## src/rtl/multiplier_seq64.sv

```systemverilog
// multiplier_seq64 -- sequential unsigned shift-add multiplier.
//
// Multiplies multiplicand by multiplier and presents the full 2*WIDTH-bit
// product on {result_h, result_l}. op_done and ovf hold while the product
// is valid. op_clear aborts any state back to IDLE.
//
// Build option: define RADIX4_EN to retire two multiplier bits per clock,
// which halves EXEC to WIDTH/2 edges. Leave it undefined for the radix-2
// datapath with WIDTH edges. Ports, reset values and results are the same
// in both builds.
module multiplier_seq64 #(
  parameter int WIDTH = 64
) (
  input  logic             clk,
  input  logic             reset_n,
  input  logic             op_start,
  input  logic             op_clear,
  input  logic [WIDTH-1:0] multiplicand,
  input  logic [WIDTH-1:0] multiplier,
  output logic [WIDTH-1:0] result_l,
  output logic [WIDTH-1:0] result_h,
  output logic             op_busy,
  output logic             op_done,
  output logic             ovf
);

`ifdef RADIX4_EN
  localparam int ITERS = WIDTH / 2;
  localparam int SUM_W = WIDTH + 2;
`else
  localparam int ITERS = WIDTH;
  localparam int SUM_W = WIDTH + 1;
`endif

  localparam int            CW   = $clog2(WIDTH + 1);
  localparam logic [CW-1:0] LAST = CW'(ITERS - 1);

  typedef enum logic [1:0] {
    IDLE,
    EXEC,
    DONE
  } state_t;

  state_t           state;
  logic [WIDTH-1:0] a_reg;    // latched multiplicand
  logic [WIDTH-1:0] acc_hi;   // upper product half
  logic [WIDTH-1:0] acc_lo;   // shifts out multiplier bits, shifts in product bits
  logic [CW-1:0]    cnt;      // iterations completed

  logic [SUM_W-1:0] sum;
  logic [WIDTH-1:0] step_hi;
  logic [WIDTH-1:0] step_lo;
`ifdef RADIX4_EN
  logic [SUM_W-1:0] partial;
`endif

  // One shift-add iteration computed from the current accumulator.
  always_comb begin
    // NOTE: every output of this block gets a default first, so no path can leave one unassigned and infer a latch.
    sum     = '0;
    step_hi = acc_hi;
    step_lo = acc_lo;
`ifdef RADIX4_EN
    partial = '0;
    unique case (acc_lo[1:0])
      2'd0: partial = '0;
      2'd1: partial = {2'b00, a_reg};
      2'd2: partial = {1'b0, a_reg, 1'b0};
      2'd3: partial = {1'b0, a_reg, 1'b0} + {2'b00, a_reg};
      default: partial = '0;
    endcase
    // The widest sum is 4*(2^WIDTH-1), which fits in WIDTH+2 bits.
    sum     = {2'b00, acc_hi} + partial;
    step_hi = sum[WIDTH+1:2];
    step_lo = {sum[1:0], acc_lo[WIDTH-1:2]};
`else
    sum     = {1'b0, acc_hi} + (acc_lo[0] ? {1'b0, a_reg} : {SUM_W{1'b0}});
    step_hi = sum[WIDTH:1];
    step_lo = {sum[0], acc_lo[WIDTH-1:1]};
`endif
  end

  // Control FSM and datapath registers. Priority: reset > op_clear > op_start > iterate.
  always_ff @(posedge clk or negedge reset_n) begin
    // NOTE: all state here uses non-blocking assignments, so every register samples values from before this edge.
    if (!reset_n) begin
      state   <= IDLE;
      a_reg   <= '0;
      acc_hi  <= '0;
      acc_lo  <= '0;
      cnt     <= '0;
      op_busy <= 1'b0;
      op_done <= 1'b0;
      ovf     <= 1'b0;
    end else if (op_clear) begin
      state   <= IDLE;
      a_reg   <= '0;
      acc_hi  <= '0;
      acc_lo  <= '0;
      cnt     <= '0;
      op_busy <= 1'b0;
      op_done <= 1'b0;
      ovf     <= 1'b0;
    end else begin
      unique case (state)
        IDLE, DONE: begin
          if (op_start) begin
            state   <= EXEC;
            a_reg   <= multiplicand;
            acc_hi  <= '0;
            acc_lo  <= multiplier;
            cnt     <= '0;
            op_busy <= 1'b1;
            op_done <= 1'b0;
            ovf     <= 1'b0;
          end
        end
        EXEC: begin
          // op_start is ignored here: no restart, no operand recapture.
          acc_hi <= step_hi;
          acc_lo <= step_lo;
          cnt    <= cnt + CW'(1);
          if (cnt == LAST) begin
            state   <= DONE;
            op_busy <= 1'b0;
            op_done <= 1'b1;
            ovf     <= |step_hi;
          end
        end
        default: begin
          state   <= IDLE;
          op_busy <= 1'b0;
          op_done <= 1'b0;
          ovf     <= 1'b0;
        end
      endcase
    end
  end

  // The accumulator registers are the product outputs. They read zero in IDLE.
  assign result_l = acc_lo;
  assign result_h = acc_hi;

endmodule
```

## config.mk

```make
export PLATFORM = sky130hd
export DESIGN_NAME = multiplier_seq64
export DESIGN_NICKNAME = d
export VERILOG_FILES = /design/src/rtl/multiplier_seq64.sv
export SDC_FILE = /design/constraint.sdc
export NUM_CORES = 1
export LEC_CHECK = 0
export CORE_MARGIN = 2
export CORE_UTILIZATION = 53
export DETAILED_ROUTE_END_ITERATION = 7
export HOLD_SLACK_MARGIN = 0.03
export MAX_ROUTING_LAYER = met4
export PLACE_DENSITY = 0.89
export SYNTH_ARGS = -nofsm -noshare
export SYNTH_HDL_FRONTEND = slang
export SYNTH_SLANG_ARGS = --single-unit
```

## constraint.sdc

```tcl
create_clock -name clk -period 4.43 [get_ports clk]
set_input_delay 1.329 -clock clk [delete_from_list [all_inputs] [get_ports clk]]
set_output_delay 1.329 -clock clk [all_outputs]
set_load 0.02 [all_outputs]
```

== After elaboration in Yosys (flattened, before gate mapping) ==
Index checks and enable logic that the tools add are counted.
Cells by class
  add/subtract/negate cells: 2
  eq/ne operators: 5
  mux-type cells: 28
  reduce and logical (&&, ||, !) cells: 9
Operators with widths (count)
  64-bit 2-to-1 mux: 8
  64-bit one-hot mux with 2 select lines: 2
  64-bit by 64-bit adder with 65-bit output: 1
  64-bit OR reduction: 1
  7-bit 2-to-1 mux: 2
  7-bit one-hot mux with 2 select lines: 1
  1-bit 2-to-1 mux: 8
  7-bit by 1-bit adder with 7-bit output, second input constant: 1
  7-bit by 6-bit equality test with 1-bit output, second input constant: 1
  2-bit 2-to-1 mux: 3
  3-bit inequality test, second input constant: 2
  1-bit one-hot mux with 2 select lines: 3
  2-bit AND reduction: 3
  2-bit one-hot mux with 2 select lines: 1
  2-bit nonzero test: 2
  3-bit nonzero test: 1
  2-bit by 1-bit equality test with 1-bit output, second input constant: 1
  2-bit equality test, second input constant: 1
  2-bit zero test: 1
  2-bit OR reduction: 1
Word-level totals
  flip-flop bits (word level): 204
  output and inout port bits: 131

== Logic depth before layout (Yosys ltp) ==
Gate-level depths: netlist (run 1).
  depth in word-level cells: 6
  gate-level depth with buffers: 17

== Least setup slack after synthesis (run 1) ==
No wires, ideal clock.
  path type: register -> register
  from: register acc_lo[0], in the netlist result_l[0]
  to: register ovf
  library setup time: 0.133 ns
  arrival time: 3.912 ns
  data required time: 4.297 ns
  path slack: 0.385 ns
  stages on the path, launching flop included: 16
  buffers on the path: 2
  period minus slack after synthesis: 4.045 ns
  cells stage by stage: dfrtp_1 > clkbuf_1 > clkbuf_1 > and2_1 > ha_1 > a21o_2 > o21a_1 > or3_4 > a2111oi_4 > o311a_1 > o2111ai_1 > or4b_1 > and4b_1 > nand4b_1 > nor4_1 > a31oi_1
On the way
  word-level cells in the longest chain between the ends: 6
Ends and longest elaborated chain
  from (decl): line 47  | logic [WIDTH-1:0] acc_lo;
  from (signal assigned): line 111  | acc_lo <= multiplier;
  from (signal assigned): line 121  | acc_lo <= step_lo;
  64-bit 2-to-1 mux: line 77  | sum = {1'b0, acc_hi} + (acc_lo[0] ? {1'b0, a_reg} : {SUM_W{1'b0}});
  64-bit by 64-bit adder with 65-bit output: line 77
  64-bit OR reduction: line 127  | ovf <= |step_hi;
  1-bit 2-to-1 mux: line 123  | if (cnt == LAST) begin
  1-bit one-hot mux with 2 select lines: line 105  | unique case (state)
  1-bit 2-to-1 mux: line 95  | end else if (op_clear) begin
  to (signal assigned): line 127
  to (decl): line 24  | output logic ovf
Every way passes these cells. The select of a mux whose other input is x is not followed.
A chain may end at the register's enable or synchronous reset.

== Final worst setup path (run 1) ==
Ends and elaborated chain as after synthesis.

==> summary.md, run 1 <==
| Metric | Value |
|---|---|
| Final Core Density | `0.709` |
| IR Drop Worst-Case VDD | `0.256 mV` |
| Clock skew | `22.7 ps` |
| Final net count | `1982` |
| Synth Area in XOR/XNOR | `0.0416` |
| Synth unique cells | `78` |
| Worst Path Arrival | `about 4700 ps` |
| Crit path time final | `4260 ps` |
| Synth Area in Adders | `0.0649` |
| Most frequent cell after synthesis | `nand2_1` |
| Slew HR | `0.184` |
| Largest net degree at the start of global routing | `131` |
| Total Routing Usage GR | `0.334` |
| Final HPWL DP | `31300 um` |
| Tightest Pin Transition | `1220 ps` |
| Top cells by area, synth | `dfrtp_1 (40%), nand2_1 (10%), ha_1 (6.3%)` |
| Antenna Nets Post-Route | `0` |
| Max Cap Viol | `0` |
| Worst setup EP type | `flop` |
| Most instantiated cells after synthesis | `nand2_1 (355), dfrtp_1 (203), a21oi_1 (156)` |
| Crit Path Class | `reg2reg` |
| Via density | `between 6 and 7` |
| Hold crit path type | `reg2reg` |
| Layout cell share with drive strength beyond 1 | `0.0694` |
| CTS tree | `yes` |
| Root Driver | `clkbuf_16` |
| Gr ovfl total | `0` |
| Most common flop cell mapped by yosys | `dfrtp_1` |
| Via count | `12800` |
| DP Worst Slack | `approximately 44 ps` |
| Asr flop ratio synth | `1.00` |
| Leak Pwr | `7.31 nW` |
| Die area | `25500 um2` |
| DR WL/cell | `20.0 um` |
| Initial DRT Pass Iterations | `6` |
| Area leader, netlist | `dfrtp_1` |
| Pwr/cell area | `~290 nW/um2` |
| # setup viols final | `0` |
| Antenna violations before repair | `1` |
| Sequential area share after synthesis | `0.396` |
| Routed wire length | `42400 um` |
| Post-synth EDFFs | `0` |
| Sw Pwr | `~0.0013 W` |
| Final Hold Vio Count | `0` |
| Mapped Cells | `about 1600` |
| Fin worst setup slack | `166 ps` |
| Simple-gate portion of the synthesized area | `0.226` |
| 1st-iter DRT viols | `between 1000 and 1500` |
| Clk slew on worst S/H paths | `60 ps` |
| First-pass GRT wire length | `67700 um` |
| Vias in the first global route | `~13000` |
| Main combinational cell family by area after synthesis | `compound AO/OA/AOI/OAI gates` |
| Die W | `160 um` |
| Synthesis Warnings | `0` |
| Net Sw Frac | `0.274` |
| Io pins | `between 200 and 300` |
| IO Port Bufs | `about 260` |
| Core area | `around 24000 um2` |
| Clock Path Buffers | `3` |
| Slew Limit Fails | `0` |
| Syn-to-layout area delta | `30.4%` |
| DRC | `0` |
| Worst-Skew Late Latency | `530 ps` |
| Multiplexer share of the synthesized area | `0.00234` |
| Max Freq | `235 MHz` |
| Clock power share | `0.416` |
| Final worst path period share | `0.963` |
| Initial cell density of the core | `0.544` |
| Worst-path fanout max | `21` |
| Post-synthesis register bit count | `203` |
| Cell area after synthesis | `approximately 13000 um2` |
| Status | `completed` |
| P_int | `0.00356 W` |
| Cts bufs inserted | `23` |
| Final RePlAce weighted congestion | `roughly 1.0` |
| Seq pwr share | `0.415` |
| Req. time, crit path | `4830 ps` |
| # fillers | `1860` |
| CP startpoint kind | `flop` |
| Synth top area share | `0.396` |
| # H-tree levels | `1` |
| Logic pwr share | `0.170` |
| CTS sink cnt | `203` |
| FP Rows | `56` |
| Die height | `approximately 160 um` |
| Mapped Nets | `1748` |
| Synth Area per Inst | `~8.3 um2` |
| Post-synthesis compound-gate area fraction | `0.231` |
-- routing by layer --
metal  wire [um]  vias to the layer above  GRT usage  part of all wire
li1            -                     5975          -                 -
met1       17600                     6183      0.435              0.41
met2       20300                      587      0.538              0.48
met3        3550                       80     0.0647             0.084
met4        1020                        0     0.0872             0.024
met5           0                        -          -                 0
-- kinds of logic (layout without fill, tap and decap cells) --
family / count (synthesis) / in the layout
xor+xnor: 61 / 61
mux: 3 / 3
compound gates: 442 / 442
flops: 203 / 203
other cells: 0 / 1
simple gates: 657 / 657
fa+ha+maj: 66 / 66
buf+inv: 118 / 369
-- worst paths after layout --
check	end	depth (start not counted)	startpoint	slack [ps]
setup / recovery	ovf	17	result_l[0]	170
setup reg to reg	ovf	17	result_l[0]	170
hold / removal	a_reg[61]	2	a_reg[61]	520
hold reg to reg	a_reg[61]	2	a_reg[61]	520
min in group asynchronous	result_h[30]	1	reset_n	840
max in group asynchronous	result_l[0]	2	reset_n	2830
-- worst max-delay path, cell delays in order (launching register included) --
cell and delay [ps]:
dfrtp_2 440, buf_6 170, buf_4 180, and2_1 150, ha_1 370, nand4_1 210, nor3_2 70, a221oi_1 280
o21ai_0 150, a31oi_2 280, o31ai_1 100, buf_4 150, a21oi_1 290, o311ai_1 160, xor2_1 190, or4bb_1 550
nor4_2 280, a31oi_1 120
-- layout make-up --
type | count | area, um2 | area share
repair buffers | 309 | 3020 | 0.180
multi-input cells | 1229 | 7370 | 0.440
clock inverters | 9 | 129 | 0.00770
well taps | 319 | 399 | 0.0238
flip-flops and latches | 203 | 5080 | 0.303
inverters | 18 | 67.6 | 0.00403
diodes | 1 | 2.50 | 0.000149
clock buffers | 33 | 683 | 0.0408
-- per-stage QoR --
stage	cell area [um2]	setup TNS (ps)	power, W	std cells	hold WS, ps
after floorplan	12800	0	0.00246	1550	489
after global placement	15900	0	0.00286	2077	505
after detailed placement	15900	0	0.00288	2077	509
after CTS	16700	0	0.00491	2119	518
after global routing	16700	-108	0.00507	2121	536
final	16700	0	0.00490	2121	516
-- power groups by stage --
stage          Clock [W]  Sequential (W)  Combinational, W
4_1_cts          0.00205         0.00203          0.000827
6_report         0.00204         0.00203          0.000831
3_5_place_dp           0         0.00206          0.000820
3_3_place_gp           0         0.00206          0.000801
2_1_floorplan          0         0.00211          0.000347
5_1_grt          0.00213         0.00204          0.000900
-- cells in the final DEF (no fill, tap or decap), types with 13 or more instances in the layout --
cell             netlist  final
a311oi_1              64     64
xnor2_1               30     30
clkbuf_16              0     23
o21ai_0               63     60
nand3_1               14     14
o21bai_1              15     14
nor2_1               135    133
ha_1                  65     63
dfrtp_1              203    202
buf_4                  1     44
xor2_1                31     31
a22o_1                49     49
nand4_1               27     27
inv_1                 18     18
nor3_1                15     13
clkdlybuf4s50_1        0    260
a21oi_1              156    156
nand2_1              355    355
and2_1                64     64
-- timing repair --
action                                  in CTS  in global routing
setup buffers                                0                  1
endpoints found under the setup margin       0                  1
resized for setup                            0                 16
hold buffers                                 0                  0
Note: power is estimated with default switching activity, not from simulation.
==> inputs of run 2 (changes only) <==
--- a/config.mk
+++ b/config.mk
@@ -7,6 +7,7 @@
 export LEC_CHECK = 0
 export CORE_MARGIN = 2
 export CORE_UTILIZATION = 53
+export CTS_CLUSTER_DIAMETER = 30
 export DETAILED_ROUTE_END_ITERATION = 7
 export HOLD_SLACK_MARGIN = 0.03
 export MAX_ROUTING_LAYER = met4
==> constraint.sdc (replaced) <==
create_clock -name clk -period 4.7 [get_ports clk]
set_input_delay 1.41 -clock clk [delete_from_list [all_inputs] [get_ports clk]]
set_output_delay 1.41 -clock clk [all_outputs]
set_load 0.02 [all_outputs]
==> run 2 against run 1 <==
Critical path depth unchanged. Routed wire length rose by 4.0%. First-iteration DRC count rose by 12%. Sequential share of layout area fell by 1.1 points. Sequential power shrank 5%. Maximum frequency shrank 3.6%. Worst hold slack got worse by 0.56 ps. Die area did not move. Largest cell class unchanged. Largest power group unchanged. Highest routed layer unchanged.
==> summary.md, run 2 (synthesized netlist as in run 1, its figures left out) <==
| Metric | Value |
|---|---|
| Fin worst setup slack | `278 ps (was 166 ps)` |
| Slew Limit Fails | `0 (unchanged)` |
| FP Rows | `56 (unchanged)` |
| Placed inst area | `15700 um2 (was 15900 um2)` |
| Worst setup EP type | `flop (unchanged)` |
| Routed wire length | `44100 um (was 42400 um)` |
| Final HPWL DP | `31000 um (was 31300 um)` |
| Most common cell after layout, fill and taps aside | `nand2_1 (unchanged)` |
| IO Port Bufs | `262 (unchanged)` |
| Gr ovfl total | `0 (unchanged)` |
| Setup crit end | `ovf (unchanged)` |
| Final worst path period share | `0.941 (was 0.963)` |
| Slew HR | `0.346 (was 0.184)` |
| IR Drop Worst-Case VDD | `0.358 mV (was 0.256 mV)` |
| # fillers | `1699 (was 1860)` |
| Io pins | `263 (unchanged)` |
| Pwr/cell area | `349 nW/um2 (was 293 nW/um2)` |
| Crit-path cells | `buf_12, and2_1, ha_1, inv_1, fa_1, nand2b_1, a21oi_2, o21a_1, o221a_2, o21ai_1, o21bai_1, a21oi_1, xnor2_1, a2111oi_0, or4bb_1, nor4_2, a31oi_1 (was buf_6, buf_4, and2_1, ha_1, nand4_1, nor3_2, a221oi_1, o21ai_0, a31oi_2, o31ai_1, buf_4, a21oi_1, o311ai_1, xor2_1, or4bb_1, nor4_2, a31oi_1)` |
| DP Worst Slack | `261 ps (was 44.4 ps)` |
| WP buf/inv | `2 (was 3)` |
| Final Hold Vio Count | `0 (unchanged)` |
| Die height | `160 um (unchanged)` |
| Req. time, crit path | `5110 ps (was 4830 ps)` |
| Total Routing Usage GR | `0.354 (was 0.334)` |
| Total negative slack | `0 ps (unchanged)` |
| # H-tree levels | `2 (was 1)` |
| Root Driver | `clkbuf_16 (unchanged)` |
| Cts bufs inserted | `48 (was 23)` |
| Biggest cell delay along the critical path | `450 ps (was 550 ps)` |
| GRT met3 Usage | `0.0706 (was 0.0647)` |
| Layout cell share with drive strength beyond 1 | `0.0758 (was 0.0694)` |
| Largest net degree at the start of global routing | `130 (was 131)` |
| Leak Pwr | `7.59 nW (was 7.31 nW)` |
| Die W | `160 um (unchanged)` |
| CTS tree | `yes (unchanged)` |
| DR WL/cell | `20.6 um (was 20.0 um)` |
| Status | `completed (unchanged)` |
| # setup viols final | `0 (unchanged)` |
| Max Freq | `226 MHz (was 235 MHz)` |
| Critical path's top delay family | `compound AO/OA/AOI/OAI gates (unchanged)` |
| 1st-iter DRT viols | `1149 (was 1022)` |
| Syn-to-layout area delta | `35.4% (was 30.4%)` |
| Critical R2R Capture | `ovf (unchanged)` |
| GRT met2 Usage | `0.572 (was 0.538)` |
| Hold Slack | `515 ps (was 516 ps)` |
| Worst-path fanout max | `38 (was 21)` |
| RR Startpoint | `result_l[0] (unchanged)` |
| Crit Path Class | `reg2reg (unchanged)` |
| Tightest Pin Transition | `981 ps (was 1220 ps)` |
| Overall power | `0.00606 W (was 0.00490 W)` |
| First-pass GRT wire length | `71300 um (was 67700 um)` |
| Hold crit path type | `reg2reg (unchanged)` |
| Die area | `25500 um2 (unchanged)` |
| Busiest layer in global routing | `met2 (unchanged)` |
| CP startpoint kind | `flop (unchanged)` |
| CP max-delay cell | `or4bb_1 (unchanged)` |
| Worst-Skew Late Latency | `550 ps (was 530 ps)` |
| Antenna Nets Post-Route | `0 (unchanged)` |
| Max Cap Viol | `0 (unchanged)` |
| Clock skew | `24.4 ps (was 22.7 ps)` |
| Initial cell density of the core | `0.544 (unchanged)` |
| Worst R2R Setup Slack | `280 ps (was 170 ps)` |
| Worst Path Arrival | `4830 ps (was 4670 ps)` |
| RSZ-0062 raised after global routing | `false` |
| Final RePlAce weighted congestion | `0.986 (was 0.998)` |
| Crit path time final | `4420 ps (was 4260 ps)` |
| CTS sink cnt | `203 (unchanged)` |
| Worst Setup SP | `result_l[0] (unchanged)` |
| Antenna violations before repair | `3 (was 1)` |
| Core area | `23600 um2 (unchanged)` |
| Final net count | `1983 (was 1982)` |
| Via density | `6.07 (was 6.05)` |
| Via count | `13000 (was 12800)` |
| Most frequent cells in the layout | `nand2_1 (355), clkdlybuf4s50_1 (260), dfrtp_1 (203) (was nand2_1 (355), clkdlybuf4s50_1 (260), dfrtp_1 (202))` |
| Critical path depth | `17 (unchanged)` |
| Finished Cell Area | `17400 um2 (was 16700 um2)` |
| Vias in the first global route | `13500 (was 12700)` |
| Initial DRT Pass Iterations | `7 (was 6)` |
| M1 GR Usage | `0.443 (was 0.435)` |
| Clk slew on worst S/H paths | `50 ps (was 60 ps)` |
| Clock Path Buffers | `3 (unchanged)` |
| DRC | `0 (unchanged)` |
| Reg2Reg Depth | `17 (unchanged)` |
run 2: changes by cell type in the layout (fill, tap and decap cells not counted), moves of 2 or more:
cell	delta
bufinv_16	+3
ha_1	+2
clkbuf_16	+25
buf_4	-24
clkinv_4	+2
o21ai_0	+3
clkinv_2	+10
ha_2	-2
o21ai_1	-3
clkbuf_8	-2
diode_2	+2
run 2: worst min path at each step:
stage,startpoint,to,slack [ps],depth (start not counted)
2_1_floorplan,cnt[0],cnt[0],490,1
3_3_place_gp,result_h[31],result_h[31],500,2
5_1_grt,a_reg[42],a_reg[42],540,2
4_1_cts,result_h[18],result_h[18],510,2
3_5_place_dp,a_reg[21],a_reg[21],510,2
6_report,a_reg[21],a_reg[21],520,2
run 2: final cells by class:
class | count | area, um2 | area share
antenna | 3 | 7.51 | 0.000432
clock buffer | 56 | 1280 | 0.0737
clock inverter | 29 | 369 | 0.0212
inverter | 18 | 67.6 | 0.00389
multi-input combinational | 1229 | 7330 | 0.422
sequential | 203 | 5080 | 0.292
tap | 319 | 399 | 0.0230
timing repair buffer | 285 | 2850 | 0.164
run 2: timing repair:
action,CTS,global route
setup endpoints to repair,0,1
buffers inserted,0,0
hold buffers,0,0
gates resized for setup,0,4
run 2: where the power goes:
group	total (W)	switching (W)	internal, W
sequential	0.00192	0.0000775	0.00184
combinational	0.000784	0.000450	0.000334
clock	0.00336	0.00108	0.00228
run 2: worst reg2reg max path, stage by stage, from the launching register on:
cell and delay (ps):
dfrtp_1 420, buf_12 200, and2_1 150, ha_1 170, inv_1 70, fa_1 400
nand2b_1 190, a21oi_2 210, o21a_1 190, o221a_2 240, o21ai_1 120, o21bai_1 380
a21oi_1 160, xnor2_1 180, a2111oi_0 350, or4bb_1 450, nor4_2 270, a31oi_1 120
run 2: stage by stage:
step | util | instances
global route | 0.736 | 2142
global placement | 0.665 | 2054
CTS | 0.735 | 2139
finish | 0.736 | 2142
floorplan | - | 1550
detailed placement | 0.665 | 2054
run 2: layer usage:
layer	up-vias	part of all wire	wire length [um]
li1	5989	-	-
met1	6256	0.40	17800
met2	633	0.48	21100
met3	124	0.083	3650
met4	0	0.036	1570
met5	-	0	0
